$ cat src/rtl/gf2_poly_reducer_pkg.sv
// gf2_red_pkg: shared constants and types for the GF(2)[x] sequential long divider.
//   PW_DEF  - default dividend width (carry-less product of two 116-bit operands)
//   M_DEF   - default modulus degree / remainder width
//   BPC_DEF - default dividend bits consumed per clock
//   NSTEP   - number of stepping cycles at the defaults
//   CNT_W   - step counter width; one spare code so the counter can reach NSTEP
//   state_t - controller states
package gf2_red_pkg;

  localparam int PW_DEF  = 231;
  localparam int M_DEF   = 116;
  localparam int BPC_DEF = 7;
  localparam int NSTEP   = PW_DEF / BPC_DEF;
  localparam int CNT_W   = $clog2(NSTEP + 1);

  typedef enum logic [1:0] {
    IDLE = 2'd0,
    BUSY = 2'd1,
    DONE = 2'd2
  } state_t;

endpackage

$ cat src/rtl/gf2_poly_reducer_step.sv
// gf2_red_step: one serial step of GF(2)[x] long division by a monic P(x).
// The remainder register shifts in the next dividend bit. The bit that falls
// off the top is the x^M coefficient. When it is set, the implicit x^M term
// cancels, and the low part of P is folded back in with XOR.
// Ports:
//   r_in  [M-1:0] - partial remainder before this step
//   d_bit         - next dividend coefficient, MSB-first order
//   p     [M-1:0] - modulus coefficients x^0..x^(M-1)
//   r_out [M-1:0] - partial remainder after this step
//   fb            - quotient bit produced by this step
module gf2_red_step
  import gf2_red_pkg::*;
#(
  parameter int M = M_DEF
) (
  input  logic [M-1:0] r_in,
  input  logic         d_bit,
  input  logic [M-1:0] p,
  output logic [M-1:0] r_out,
  output logic         fb
);

  // Shift one coefficient in and conditionally subtract (XOR) the modulus.
  always_comb begin
    fb = r_in[M-1];
    if (fb) begin
      r_out = {r_in[M-2:0], d_bit} ^ p;
    end else begin
      r_out = {r_in[M-2:0], d_bit};
    end
  end

endmodule

$ cat src/rtl/gf2_poly_reducer.sv
// gf2_poly_reducer: sequential GF(2)[x] reducer. It divides a PW-bit
// carry-less product by P(x) = x^M + mod_low(x). Each BUSY cycle consumes BPC
// dividend bits through a chain of gf2_red_step instances.
// Ports:
//   clk, rst            - clock (rising edge) and synchronous active-high reset
//   in_valid / in_ready - job handshake; dividend and mod_low are sampled on accept
//   dividend  [PW-1:0]  - polynomial to reduce, bit i = coefficient of x^i
//   mod_low   [M-1:0]   - low coefficients of the monic modulus
//   out_valid/out_ready - result handshake; the result is held until it is taken
//   remainder [M-1:0]   - dividend mod P
//   quotient  [PW-M-1:0]- dividend div P
module gf2_poly_reducer
  import gf2_red_pkg::*;
#(
  parameter int PW  = PW_DEF,
  parameter int M   = M_DEF,
  parameter int BPC = BPC_DEF
) (
  input  logic            clk,
  input  logic            rst,
  input  logic            in_valid,
  output logic            in_ready,
  input  logic [PW-1:0]   dividend,
  input  logic [M-1:0]    mod_low,
  output logic            out_valid,
  input  logic            out_ready,
  output logic [M-1:0]    remainder,
  output logic [PW-M-1:0] quotient
);

  localparam int QW = PW - M;
  localparam int NS = PW / BPC;
  localparam int CW = $clog2(NS + 1);
  // The counter runs one code past the last stepping cycle. That extra BUSY
  // cycle copies R/Q into the output registers, so out_valid rises NS+1
  // edges after the accept edge.
  localparam logic [CW-1:0] LAST_CNT = CW'(NS);

  state_t              state_r;
  state_t              state_next_s;
  logic [PW-1:0]       d_r;
  logic [M-1:0]        p_r;
  logic [M-1:0]        r_r;
  logic [QW-1:0]       q_r;
  logic [CW-1:0]       cnt_r;
  logic                in_ready_r;
  logic                out_valid_r;
  logic [M-1:0]        remainder_r;
  logic [QW-1:0]       quotient_r;
  logic                in_ready_next_s;
  logic                out_valid_next_s;
  logic                accept_s;
  logic                release_s;
  logic                steps_done_s;
  logic [BPC:0][M-1:0] r_chain_s;
  logic [BPC-1:0]      fb_bits_s;

  assign accept_s     = in_valid && in_ready_r;
  assign release_s    = out_valid_r && out_ready;
  assign steps_done_s = (cnt_r == LAST_CNT);

  assign in_ready  = in_ready_r;
  assign out_valid = out_valid_r;
  assign remainder = remainder_r;
  assign quotient  = quotient_r;

  // The chain processes BPC steps per cycle. Step k uses dividend bit PW-1-k,
  // and its quotient bit goes to the MSB end of this cycle's group.
  assign r_chain_s[0] = r_r;
  for (genvar k = 0; k < BPC; k++) begin : g_step
    gf2_red_step #(.M(M)) u_step (
      .r_in  (r_chain_s[k]),
      .d_bit (d_r[PW-1-k]),
      .p     (p_r),
      .r_out (r_chain_s[k+1]),
      .fb    (fb_bits_s[BPC-1-k])
    );
  end

  // State and handshake output registers.
  always_ff @(posedge clk) begin
    if (rst) begin
      state_r     <= IDLE;
      in_ready_r  <= 1'b1;
      out_valid_r <= 1'b0;
    end else begin
      state_r     <= state_next_s;
      in_ready_r  <= in_ready_next_s;
      out_valid_r <= out_valid_next_s;
    end
  end

  // Next-state logic.
  always_comb begin
    state_next_s = state_r;
    case (state_r)
      IDLE: begin
        if (accept_s) begin
          state_next_s = BUSY;
        end else begin
          state_next_s = IDLE;
        end
      end
      BUSY: begin
        if (steps_done_s) begin
          state_next_s = DONE;
        end else begin
          state_next_s = BUSY;
        end
      end
      DONE: begin
        if (release_s) begin
          state_next_s = IDLE;
        end else begin
          state_next_s = DONE;
        end
      end
      default: begin
        state_next_s = IDLE;
      end
    endcase
  end

  // Handshake outputs are decoded from the next state and then registered.
  always_comb begin
    in_ready_next_s  = 1'b0;
    out_valid_next_s = 1'b0;
    case (state_next_s)
      IDLE:    in_ready_next_s  = 1'b1;
      DONE:    out_valid_next_s = 1'b1;
      default: begin
        in_ready_next_s  = 1'b0;
        out_valid_next_s = 1'b0;
      end
    endcase
  end

  // Datapath: accept the job, step the division, and publish the result.
  always_ff @(posedge clk) begin
    if (rst) begin
      d_r         <= '0;
      p_r         <= '0;
      r_r         <= '0;
      q_r         <= '0;
      cnt_r       <= '0;
      remainder_r <= '0;
      quotient_r  <= '0;
    end else begin
      case (state_r)
        IDLE: begin
          if (accept_s) begin
            d_r   <= dividend;
            p_r   <= mod_low;
            r_r   <= '0;
            q_r   <= '0;
            cnt_r <= '0;
          end
        end
        BUSY: begin
          cnt_r <= cnt_r + CW'(1);
          if (steps_done_s) begin
            remainder_r <= r_r;
            quotient_r  <= q_r;
          end else begin
            r_r <= r_chain_s[BPC];
            d_r <= {d_r[PW-BPC-1:0], {BPC{1'b0}}};
            // The early quotient bits are always zero and fall off the top.
            q_r <= {q_r[QW-BPC-1:0], fb_bits_s};
          end
        end
        DONE: begin
          remainder_r <= remainder_r;
          quotient_r  <= quotient_r;
        end
        default: begin
          cnt_r <= '0;
        end
      endcase
    end
  end

endmodule

$ cat config.mk
export PLATFORM = sky130hd
export DESIGN_NAME = gf2_poly_reducer
export DESIGN_NICKNAME = d
export VERILOG_FILES = /design/src/rtl/gf2_poly_reducer_pkg.sv /design/src/rtl/gf2_poly_reducer_step.sv /design/src/rtl/gf2_poly_reducer.sv
export SDC_FILE = /design/constraint.sdc
export NUM_CORES = 2
export LEC_CHECK = 0
export BUFFER_PORTS_ARGS = -buffer_cell sky130_fd_sc_hd__buf_4
export CELL_PAD_IN_SITES_DETAIL_PLACEMENT = 1
export CELL_PAD_IN_SITES_GLOBAL_PLACEMENT = 2
export CORE_MARGIN = 5
export CORE_UTILIZATION = 30
export CTS_CLUSTER_DIAMETER = 150
export CTS_CLUSTER_SIZE = 8
export DETAILED_ROUTE_END_ITERATION = 10
export PLACE_DENSITY_LB_ADDON = 0.05
export SLEW_MARGIN = 5
export SYNTH_ARGS = -nofsm -noshare
export SYNTH_HDL_FRONTEND = slang
export SYNTH_SLANG_ARGS = --single-unit
$ cat constraint.sdc
create_clock -name clk -period 3.76 [get_ports clk]
set_input_delay 0.376 -clock clk [delete_from_list [all_inputs] [get_ports clk]]
set_output_delay 0.376 -clock clk [all_outputs]
set_load 0.05 [all_outputs]
==> impl_metrics.xml <==
<?xml version="1.0" encoding="UTF-8"?>
<metrics>
  <group name="floorplanning">
    <metric name="rows" unit="">156</metric>
    <metric name="floorplan.initialDensity" unit="%">30.1</metric>
    <metric name="num_io_pins" unit="">584</metric>
    <metric name="die_width" unit="um">436</metric>
    <metric name="core_area" unit="sq mm">0.181</metric>
    <metric name="dieHeight" unit="um">436</metric>
    <metric name="fp.dieArea" unit="sq mm">0.190</metric>
  </group>
  <group name="clocking">
    <metric name="cts.reportedPaths.clkPinSlew" unit="ns">0.08</metric>
    <metric name="clk_path_buf_depth" unit="">3</metric>
    <metric name="h-tree-depth" unit="">3</metric>
    <metric name="ctsRootBufferMaster" unit="">sky130_fd_sc_hd__clkbuf_16</metric>
    <metric name="clk-insertion-delay-late" unit="ns">0.78</metric>
    <metric name="clock_buffers_created_by_tritoncts" unit="">112</metric>
    <metric name="cts.sink_count" unit="">819</metric>
    <metric name="tritoncts" unit="">yes</metric>
  </group>
  <group name="global_routing">
    <metric name="grt_max_degree" unit="">182</metric>
    <metric name="gr-usage-all-layers" unit="%">25.3</metric>
    <metric name="grt_antenna_before_repair" unit="">49</metric>
    <metric name="wire_length_of_the_first_global_routing_pass" unit="um">389000</metric>
    <metric name="overflow" unit="">0</metric>
    <metric name="first_global_vias" unit="">64000</metric>
  </group>
  <group name="timing">
    <metric name="rsz0062_at_grt" unit="">true</metric>
    <metric name="setup_viol" unit="">8</metric>
    <metric name="timing.final.crit_share" unit="%">101</metric>
    <metric name="report.final.hold_viol_count" unit="">0</metric>
    <metric name="max_freq" unit="GHz">0.262</metric>
    <metric name="maxSlewHeadroom" unit="%">31.9</metric>
    <metric name="tightest_slew" unit="ns">0.995</metric>
    <metric name="hold_ws" unit="ns">0.0753</metric>
    <metric name="final-max-slew-violation-count" unit="">0</metric>
    <metric name="final.setup.tns" unit="ns">-0.108</metric>
    <metric name="skew" unit="ns">0.0406</metric>
    <metric name="worst_slack" unit="ns">-0.0514</metric>
    <metric name="final_period_minus_worst_setup_slack" unit="ns">3.81</metric>
  </group>
  <group name="run_status">
    <metric name="run_status" unit="">finished with violations</metric>
    <metric name="failed_checks" unit="">negative setup slack</metric>
  </group>
  <group name="min_path">
    <metric name="worst_hold_path_cells" unit="">3</metric>
    <metric name="hold_path_class" unit="">input pin to register</metric>
    <metric name="hold_startpoint" unit="">mod_low[1]</metric>
  </group>
  <group name="worst_setup_path">
    <metric name="arrival" unit="ns">4.46</metric>
    <metric name="worst-setup-path-type" unit="">register to register</metric>
    <metric name="path_max_fanout" unit="">14</metric>
    <metric name="reg2regPathDepth" unit="">14</metric>
    <metric name="rrSetupSlack" unit="ns">-0.05</metric>
    <metric name="cp-start-kind" unit="">register</metric>
    <metric name="worst_ep_required_time" unit="ns">4.41</metric>
    <metric name="crit_path_start" unit="">r_r[114]</metric>
    <metric name="end_kind" unit="">register</metric>
    <metric name="regToRegStartpoint" unit="">r_r[114]</metric>
  </group>
  <group name="power">
    <metric name="total_power_consumption_of_the_routed_design" unit="mW">23.1</metric>
    <metric name="power_frac_clock" unit="%">41.4</metric>
    <metric name="switching_power" unit="mW">7.31</metric>
    <metric name="power_report.internal_total" unit="mW">15.8</metric>
    <metric name="largest_voltage_drop_on_the_vdd_net" unit="mV">0.341</metric>
    <metric name="power_frac_comb" unit="%">16.8</metric>
    <metric name="power.share.sequential" unit="%">41.8</metric>
    <metric name="p_leak" unit="nW">27.9</metric>
    <metric name="power_per_cell_area" unit="mW/mm^2">320</metric>
    <metric name="p_sw_share" unit="%">31.6</metric>
  </group>
  <group name="yosys">
    <metric name="synthesis.area_per_instance" unit="sq um">6.91</metric>
    <metric name="synth_top_area_share" unit="%">30.2</metric>
    <metric name="synth_enable_flop_cells" unit="">0</metric>
    <metric name="ys.warnings.count" unit="">0</metric>
    <metric name="synthesis.area" unit="sq mm">0.0544</metric>
    <metric name="leading_post_synthesis_cells_by_cell_area" unit="">sky130_fd_sc_hd__dfxtp_1 30%, sky130_fd_sc_hd__nand2_1 12%, sky130_fd_sc_hd__a21oi_1 6.7%</metric>
    <metric name="top_flip_flop_cell_by_instance_count_after_synthesis" unit="">sky130_fd_sc_hd__dfxtp_1</metric>
    <metric name="number_of_distinct_library_cells_after_synthesis" unit="">72</metric>
    <metric name="syn_inst" unit="">7873</metric>
    <metric name="post-synth-top-area-cell" unit="">sky130_fd_sc_hd__dfxtp_1</metric>
    <metric name="syn-num-nets" unit="">8226</metric>
    <metric name="ys_seq_area_share" unit="%">30.2</metric>
    <metric name="fraction_of_synthesis_flops_using_an_asynchronous_set_or_reset_pin" unit="%">0</metric>
    <metric name="postSynthRegisterBits" unit="">819</metric>
  </group>
  <group name="final_layout">
    <metric name="fillerInstances" unit="">21800</metric>
    <metric name="drive_gt1_share" unit="%">17.9</metric>
    <metric name="stdcell_area" unit="sq mm">0.0722</metric>
    <metric name="finish.utilization" unit="%">40.0</metric>
    <metric name="fin_nets" unit="">8855</metric>
    <metric name="layoutNonFillerInstCount" unit="">10900</metric>
    <metric name="area.growth.synth_to_final" unit="%">32.8</metric>
  </group>
  <group name="detailed_routing">
    <metric name="post_dr_vias_cell" unit="">5.73</metric>
    <metric name="wl" unit="um">259000</metric>
    <metric name="dr.pass1.iters" unit="">5</metric>
    <metric name="detail-route-antenna-nets" unit="">0</metric>
    <metric name="via_count" unit="">62600</metric>
    <metric name="drt-wirelength-per-cell" unit="um">23.8</metric>
    <metric name="post-route-drc-count" unit="">0</metric>
    <metric name="drtIter0Drc" unit="">3552</metric>
  </group>
  <group name="placed_design">
    <metric name="place_hpwl" unit="um">164000</metric>
    <metric name="port_buffers" unit="">583</metric>
    <metric name="placed_cells" unit="">10300</metric>
    <metric name="dpl_cell_area" unit="sq mm">0.0629</metric>
    <metric name="dp_slack" unit="ns">-0.411</metric>
    <metric name="place.gp.congestion" unit="">0.825</metric>
  </group>
  <group name="run">
    <metric name="maxCapViolCount" unit="">0</metric>
  </group>
</metrics>
-- registers in the layout (all words and copies together), names as in the netlist --
name,count
remainder,116
out_valid,1
state_r,2
cnt_r,6
q_r,115
quotient,115
p_r,116
d_r,231
r_r,116
in_ready,1
-- cell usage in the layout (no fill, tap or decap), types with 106 or more instances in the layout --
| cell type | instances |
|---|---|
| sky130_fd_sc_hd__dfxtp_1 | 813 |
| sky130_fd_sc_hd__buf_4 | 977 |
| sky130_fd_sc_hd__o21ai_0 | 440 |
| sky130_fd_sc_hd__a311oi_1 | 226 |
| sky130_fd_sc_hd__nand3_1 | 349 |
| sky130_fd_sc_hd__xnor2_1 | 120 |
| sky130_fd_sc_hd__a32oi_1 | 112 |
| sky130_fd_sc_hd__o211a_1 | 106 |
| sky130_fd_sc_hd__a21oi_1 | 722 |
| sky130_fd_sc_hd__xor2_1 | 222 |
| sky130_fd_sc_hd__a22oi_1 | 106 |
| sky130_fd_sc_hd__nor2_1 | 458 |
| sky130_fd_sc_hd__mux2i_1 | 215 |
| sky130_fd_sc_hd__o2111ai_1 | 110 |
| sky130_fd_sc_hd__dlygate4sd3_1 | 347 |
| sky130_fd_sc_hd__nor4_1 | 210 |
| sky130_fd_sc_hd__nor3_1 | 119 |
| sky130_fd_sc_hd__nand4_1 | 214 |
| sky130_fd_sc_hd__nand2_1 | 1669 |
| sky130_fd_sc_hd__clkbuf_16 | 131 |
| sky130_fd_sc_hd__inv_1 | 109 |
-- kinds of logic (layout without fill, tap and decap cells) --
kind of cell,count (synthesis),count (layout),synth area share (%)
flops,819,819,30.2
fa+ha+maj,2,2,0.0460
compound gates,2223,2223,27.0
buf+inv,1064,1703,7.45
other cells,0,34,0
xor+xnor,347,347,5.66
mux,218,218,4.01
simple gates,3200,3200,25.7
-- power groups by stage --
stage	Combinational, mW	Sequential, mW	Clock [mW]
floorplan	2.39	9.47	0
global placement	3.45	9.81	0
detailed placement	3.49	9.82	0
CTS	3.83	9.65	9.96
global route	4.27	9.73	10.2
finish	3.88	9.67	9.56
-- final timing paths --
path,end
setup / recovery,r_r[12]
hold / removal,p_r[1]
setup reg to reg,r_r[12]
hold reg to reg,quotient[110]
-- metal layers --
metal	GRT usage [%]	vias to the layer above	wire length [um]
li1	-	29600	-
met1	32.5	31400	115000
met2	43.3	1253	124000
met3	4.41	409	11800
met4	7.88	22	8280
met5	0	-	130
-- critical path, stage by stage (launching register included) --
cell	delay [ns]
sky130_fd_sc_hd__dfxtp_4	0.40
sky130_fd_sc_hd__buf_6	0.14
sky130_fd_sc_hd__nand2_1	0.10
sky130_fd_sc_hd__a21oi_2	0.08
sky130_fd_sc_hd__buf_4	0.13
sky130_fd_sc_hd__or4_4	0.49
sky130_fd_sc_hd__a211oi_4	0.33
sky130_fd_sc_hd__a211oi_4	0.14
sky130_fd_sc_hd__mux2i_4	0.24
sky130_fd_sc_hd__buf_12	0.19
sky130_fd_sc_hd__buf_12	0.15
sky130_fd_sc_hd__a2111oi_0	0.86
sky130_fd_sc_hd__nor4_1	0.13
sky130_fd_sc_hd__mux2i_1	0.19
sky130_fd_sc_hd__nand4_1	0.12
-- Yosys cell counts (3+ instances only) --
cell type,n
sky130_fd_sc_hd__a211oi_1,5
sky130_fd_sc_hd__or2_2,5
sky130_fd_sc_hd__nor3_1,123
sky130_fd_sc_hd__nor2_1,465
sky130_fd_sc_hd__and3_1,12
sky130_fd_sc_hd__a21oi_1,724
sky130_fd_sc_hd__and2_1,5
sky130_fd_sc_hd__clkbuf_1,866
sky130_fd_sc_hd__xnor2_1,120
sky130_fd_sc_hd__a2111oi_0,108
sky130_fd_sc_hd__a21bo_2,3
sky130_fd_sc_hd__o211ai_1,5
sky130_fd_sc_hd__nand3_1,352
sky130_fd_sc_hd__nor3b_1,8
sky130_fd_sc_hd__nor2b_1,3
sky130_fd_sc_hd__a32oi_1,112
sky130_fd_sc_hd__o21ai_0,444
sky130_fd_sc_hd__a31oi_1,115
sky130_fd_sc_hd__a32o_1,4
sky130_fd_sc_hd__o21ba_2,3
sky130_fd_sc_hd__nand3b_1,5
sky130_fd_sc_hd__a22oi_1,106
sky130_fd_sc_hd__xor2_1,223
sky130_fd_sc_hd__mux2i_1,218
sky130_fd_sc_hd__or4_1,7
sky130_fd_sc_hd__o31ai_1,110
sky130_fd_sc_hd__o2111ai_1,110
sky130_fd_sc_hd__nor4_1,219
sky130_fd_sc_hd__inv_1,109
sky130_fd_sc_hd__nand2_1,1756
sky130_fd_sc_hd__o31a_1,10
sky130_fd_sc_hd__or3_1,5
sky130_fd_sc_hd__buf_1,51
sky130_fd_sc_hd__nand2b_1,7
sky130_fd_sc_hd__nand4_1,214
sky130_fd_sc_hd__o211a_1,107
sky130_fd_sc_hd__buf_4,3
sky130_fd_sc_hd__dfxtp_1,819
sky130_fd_sc_hd__a21o_1,6
sky130_fd_sc_hd__nor4b_1,3
sky130_fd_sc_hd__or2_1,3
sky130_fd_sc_hd__a311oi_1,226
sky130_fd_sc_hd__buf_2,34
-- cell type report --
type                            instances  area (sq um)  share of cell area, %
Multi-Input combinational cell       5990         35600                   49.4
Sequential cell                       819         16400                   22.7
Timing Repair Buffer                 1469         13600                   18.9
Tap cell                             2370          2970                   4.11
Clock buffer                          117          2840                   3.94
Inverter                              110           420                  0.583
Clock inverter                          7           186                  0.258
Antenna cell                           34          85.1                  0.118
-- repair_timing --
action | in CTS | in global routing
hold buffers | 347 | 0
buffers inserted | 10 | 36
pin swaps | 7 | 82
gates cloned | 1 | 21
gates resized for setup | 109 | 361
hold endpoints to repair | 348 | 0
endpoints found under the setup margin | 117 | 114
No activity file was read; power rests on OpenSTA's default activity.
